File: src/rtl/transistor_sweeper.sv
// Clocked stimulus/check engine for a transistor-pair model: steps {vdd,gate}
// through all four combinations in Gray order, samples p/n and scores them.
module transistor_sweeper #(
  parameter int unsigned SETTLE = 4,
  parameter logic [3:0]  EXP_P  = 4'b0100,
  parameter logic [3:0]  EXP_N  = 4'b1000
) (
  input  logic       pin_clk,
  input  logic       pin_rst,
  input  logic       pin_start,
  input  logic       pin_abort,
  input  logic       pin_p_in,
  input  logic       pin_n_in,
  output logic       pin_vdd_drv,
  output logic       pin_gate_drv,
  output logic       pin_busy,
  output logic       pin_done,
  output logic       pin_pass,
  output logic [3:0] pin_fail_mask,
  output logic [7:0] pin_capture,
  output logic [1:0] pin_step
);

  typedef enum logic [1:0] {IDLE, DRIVE, SAMPLE, DONE} state_t;

  localparam logic [7:0] LAST_COUNT = 8'(SETTLE - 1);

  state_t     r_state;
  logic [7:0] r_count;
  logic [1:0] r_step;
  logic       r_vdd;
  logic       r_gate;
  logic       r_busy;
  logic       r_done;
  logic       r_pass;
  logic [3:0] r_failMask;
  logic [7:0] r_capture;

  logic [1:0] w_combo;
  logic [1:0] w_nextCombo;
  logic       w_mismatch;
  logic [3:0] w_failNext;
  logic [7:0] w_captureNext;

  // Gray order 00,10,11,01: vdd = s1^s0, gate = s1.
  function automatic logic [1:0] stepCombo(input logic [1:0] s);
    return {s[1] ^ s[0], s[1]};
  endfunction

  always_comb begin
    w_combo       = stepCombo(r_step);
    w_nextCombo   = stepCombo(r_step + 2'd1);
    w_mismatch    = (pin_p_in != EXP_P[w_combo]) || (pin_n_in != EXP_N[w_combo]);
    w_failNext    = r_failMask;
    w_failNext[r_step] = w_mismatch;
    w_captureNext = r_capture;
    w_captureNext[{r_step, 1'b0} +: 2] = {pin_p_in, pin_n_in};
  end

  always_ff @(posedge pin_clk) begin
    if (pin_rst) begin
      r_state    <= IDLE;
      r_count    <= 8'd0;
      r_step     <= 2'd0;
      r_vdd      <= 1'b0;
      r_gate     <= 1'b0;
      r_busy     <= 1'b0;
      r_done     <= 1'b0;
      r_pass     <= 1'b0;
      r_failMask <= 4'd0;
      r_capture  <= 8'd0;
    end else begin
      case (r_state)
        IDLE: begin
          r_vdd  <= 1'b0;
          r_gate <= 1'b0;
          if (pin_start && !pin_abort) begin
            r_state    <= DRIVE;
            r_step     <= 2'd0;
            r_count    <= 8'd0;
            r_busy     <= 1'b1;
            {r_vdd, r_gate} <= stepCombo(2'd0);
            r_failMask <= 4'd0;
            r_capture  <= 8'd0;
            r_pass     <= 1'b0;
          end
        end

        DRIVE: begin
          if (pin_abort) begin
            r_state <= IDLE;
            r_vdd   <= 1'b0;
            r_gate  <= 1'b0;
            r_busy  <= 1'b0;
            r_pass  <= 1'b0;
            r_count <= 8'd0;
          end else begin
            r_count <= r_count + 8'd1;
            if (r_count == LAST_COUNT) begin
              r_state <= SAMPLE;
            end
          end
        end

        // An abort here discards the step in progress without sampling it.
        SAMPLE: begin
          if (pin_abort) begin
            r_state <= IDLE;
            r_vdd   <= 1'b0;
            r_gate  <= 1'b0;
            r_busy  <= 1'b0;
            r_pass  <= 1'b0;
            r_count <= 8'd0;
          end else begin
            r_capture  <= w_captureNext;
            r_failMask <= w_failNext;
            if (r_step != 2'd3) begin
              r_state <= DRIVE;
              r_step  <= r_step + 2'd1;
              r_count <= 8'd0;
              {r_vdd, r_gate} <= w_nextCombo;
            end else begin
              r_state <= DONE;
              r_done  <= 1'b1;
              r_busy  <= 1'b0;
              r_vdd   <= 1'b0;
              r_gate  <= 1'b0;
              r_pass  <= (w_failNext == 4'd0);
            end
          end
        end

        DONE: begin
          r_done  <= 1'b0;
          r_state <= IDLE;
        end

        default: begin
          r_state <= IDLE;
        end
      endcase
    end
  end

  assign pin_vdd_drv   = r_vdd;
  assign pin_gate_drv  = r_gate;
  assign pin_busy      = r_busy;
  assign pin_done      = r_done;
  assign pin_pass      = r_pass;
  assign pin_fail_mask = r_failMask;
  assign pin_capture   = r_capture;
  assign pin_step      = r_step;

endmodule

File: config.mk
export PLATFORM = sky130hd
export DESIGN_NAME = transistor_sweeper
export DESIGN_NICKNAME = d
export VERILOG_FILES = /design/src/rtl/transistor_sweeper.sv
export SDC_FILE = /design/constraint.sdc
export NUM_CORES = 1
export LEC_CHECK = 0
export ABC_AREA = 0
export CAP_MARGIN = 20
export CORE_UTILIZATION = 25
export DETAILED_ROUTE_END_ITERATION = 8
export PLACE_DENSITY_LB_ADDON = 0.15
export SYNTH_ARGS = -nofsm -noshare
export SYNTH_HDL_FRONTEND = slang
export SYNTH_SLANG_ARGS = --single-unit
File: constraint.sdc
create_clock -name pin_clk -period 2.1 [get_ports pin_clk]
set_input_delay 0.21 -clock pin_clk [delete_from_list [all_inputs] [get_ports pin_clk]]
set_output_delay 0.21 -clock pin_clk [all_outputs]
set_load 0.01 [all_outputs]
==> results_dict.tcl <==
set metrics [dict create \
    outcome "finished, violations left" \
    failed_checks "design-rule violations" \
    final.setup_skew_ns 0.007133 \
    seq_area_frac_synth_pct 34.65 \
    n_antenna_cell 0 \
    wl_per_cell_um 14.09 \
    syn_inst 202 \
    root_buffer "clkbuf_8" \
    fin_nets 266 \
    post-route-min-period_ns 1.918 \
    power.density_mw_per_mm2 594.9 \
    post-route-period-util_pct 91.32 \
    end_kind "flop" \
    via_per_inst 4.877 \
    gp_congestion 0.7953 \
    fmax_mhz 521.5 \
    p_switching_w 0.0003907 \
    wl_um 4579 \
    ys_top_cells_by_area "dfxtp_1 35%, ha_1 9.7%, a21oi_1 6.0%" \
    path_class "reg2reg" \
    leakagePower_nw 0.8009 \
    grt_use_total_pct 13.91 \
    cp_cell_sequence "inv_1 -> ha_1 -> nor2b_1 -> a2111oi_1 -> buf_4 -> nor2_1 -> a211oi_1" \
    grt_pass1_wl_um 7645 \
    ys_types 45 \
    relSlewSlack_pct 63.46 \
    rsz0062_at_grt "no" \
    clockPowerShare_pct 34.4 \
    dp.cells 317 \
    cp.required_ns 2.29 \
    critPathTopFamily "compound AO/OA/AOI/OAI gates" \
    drc 6 \
    hold_path_class "reg2reg" \
    internal-power_w 0.0009311 \
    power_frac_comb_pct 21.6 \
    io_buffer_count 24 \
    cts_tree "done" \
    holdBufCountCts 0 \
    placementRows 29 \
    grt_overflow 0 \
    worst-slew-pin-transition_ns 0.5468 \
    critPathSlowestCell "a2111oi_1" \
    hold_violations 0 \
    syn-cell-area_mm2 0.001675 \
    ctsResizeCount 0 \
    start_util_pct 26.09 \
    worstPathMaxFanout 4 \
    clk_pin_slew_ns 0.07 \
    min_from "pin_capture[1]$_SDFFE_PP0P_" \
    drv_cap 0 \
    io-pin-count 25 \
    cts.sinks 29 \
    synth.most_common_cell "dfxtp_1" \
    ant_nets 0 \
    grt_pass1_vias 1515 \
    pwr-share-seq_pct 44.0 \
    dieWidth_um 83.86 \
    yosysTopAreaCell "dfxtp_1" \
    place_area_mm2 0.002137 \
    peakVddDrop_uv 198.4 \
    setup_viol 0 \
    ys_top_cells_by_count "29 x dfxtp_1, 20 x a21oi_1, 18 x nor2_1, 16 x o21ai_0, 14 x nand2_1" \
    r2r-start "r_state[1]$_SDFFE_PP0P_" \
    yosysWarningCount 0 \
    final_cells 325 \
    antenna_found_initial 0 \
    first_pass_iters 6 \
    p_sw_share_pct 29.56 \
    htreeDepth 2 \
    yosys_register_bits 29 \
    crit_buf_inv 2 \
    drt_iter0_markers 101 \
    post_synth.cell_area_avg_um2 8.294 \
    ys.flop_type "dfxtp_1" \
    cpPeakStageDelay_ns 0.53 \
    startpoint "r_state[1]$_SDFFE_PP0P_" \
    layout-drive-gt1-share_pct 15.32 \
    grt_max_degree 13 \
    dieArea_mm2 0.007033 \
    cts-buffers-inserted 5 \
    worstPathArrival_ns 2.11 \
    synth_edf_count 0 \
    fillCellCount 674 \
    design_area_mm2 0.002222 \
    worstSkewPairLatency_ns 0.28 \
    async_flop_share_pct 0 \
    syn_nets 221 \
    dpl.hpwl_um 3459 \
    clk_path_buf_depth 2 \
    num_vias 1585 \
    core-area_mm2 0.006422 \
    finalSetupTns_ns 0 \
    synth.top_cell.area_share_pct 34.65 \
    die_h_um 83.86 \
    maxSlewViolCount 0 \
    start_kind "flop" \
    post_cts_buffers 0 \
    area_growth_pct 32.64 \
]
## final timing paths
check                           endpoint  slack [ns]  cells after the start
max                pin_busy$_SDFFE_PP0P_        0.18                      7
min          pin_capture[1]$_SDFFE_PP0P_        0.48                      2
max reg2reg        pin_busy$_SDFFE_PP0P_        0.18                      7
min reg2reg  pin_capture[1]$_SDFFE_PP0P_        0.48                      2
## cell usage in the layout (no fill, tap or decap), types with 3 or more instances in the layout
master and instances:
nor2b_1 8, ha_1 13, xnor2_1 4, nand3_1 4, clkbuf_8 5, mux2i_1 4
o21ai_0 16, nand2_1 14, clkdlybuf4s50_1 24, nor3_1 7, nor2_1 18, nand2b_1 6
buf_4 22, dfxtp_1 28, a21oi_1 20, a211oi_1 4, inv_1 8, nor4_1 5
nand4b_1 3
## power groups by stage
stage               registers (W)  clock network [W]  logic, W
global placement         0.000593                  0  0.000285
CTS                      0.000581           0.000473  0.000286
floorplan                0.000592                  0  0.000160
detailed placement       0.000593                  0  0.000285
global route             0.000584           0.000508  0.000312
finish                   0.000582           0.000455  0.000285
## registers in the layout, indices dropped and copies added, names as in the netlist
name	count
pin_gate_drv	1
pin_step	2
pin_pass	1
pin_vdd_drv	1
r_count	8
pin_done	1
pin_fail_mask	4
r_state	2
pin_capture	8
pin_busy	1
## worst register-to-register path, cell delays in order, from the launching register on
cell       delay (ns)
dfxtp_1          0.38
inv_1            0.09
ha_1             0.22
nor2b_1          0.16
a2111oi_1        0.53
buf_4            0.21
nor2_1           0.04
a211oi_1         0.21
## through the flow
| step | setup slack [ns] | hold slack (ns) | total power (W) | utilization [%] |
|---|---|---|---|---|
| final | 0.1823 | 0.4773 | 0.001322 | 34.60 |
| after global placement | 0.08693 | 0.4640 | 0.0008779 | 33.27 |
| after floorplan | 0.1292 | 0.3619 | 0.0007520 | - |
| after global routing | 0.06704 | 0.4887 | 0.001404 | 34.60 |
| after CTS | 0.07261 | 0.4795 | 0.001340 | 34.56 |
| after detailed placement | 0.007784 | 0.4694 | 0.0008785 | 33.27 |
## routing by layer
metal	global-route usage (%)	up-vias	share of wire (%)
met3	3.066	6	4.1
met4	5.643	0	1.7
li1	-	814	-
met1	19.59	732	52
met2	20.42	33	42
met5	0	-	0
## area by class of cell
| cell class | count | area, um^2 | share of cell area, % |
|---|---|---|---|
| Clock inverter | 2 | 10.01 | 0.4505 |
| Clock buffer | 6 | 72.57 | 3.266 |
| Multi-Input combinational cell | 157 | 1026 | 46.17 |
| Inverter | 8 | 30.03 | 1.351 |
| Tap cell | 77 | 96.34 | 4.336 |
| Timing Repair Buffer | 46 | 405.4 | 18.24 |
| Sequential cell | 29 | 581.8 | 26.18 |
## logic make-up (layout without fill, tap and decap cells)
logic type	count (synthesis)	in the layout	synth area share, %
and+or+nand+nor	81	81	26.44
AOI/OAI and AO/OA	55	55	20.54
DFF	29	29	34.65
buffers and inverters	16	62	4.182
adders and majority gates	13	13	9.709
xor gates and xnor gates	4	4	2.091
muxes	4	4	2.390
(Power assumes the default switching activity.)
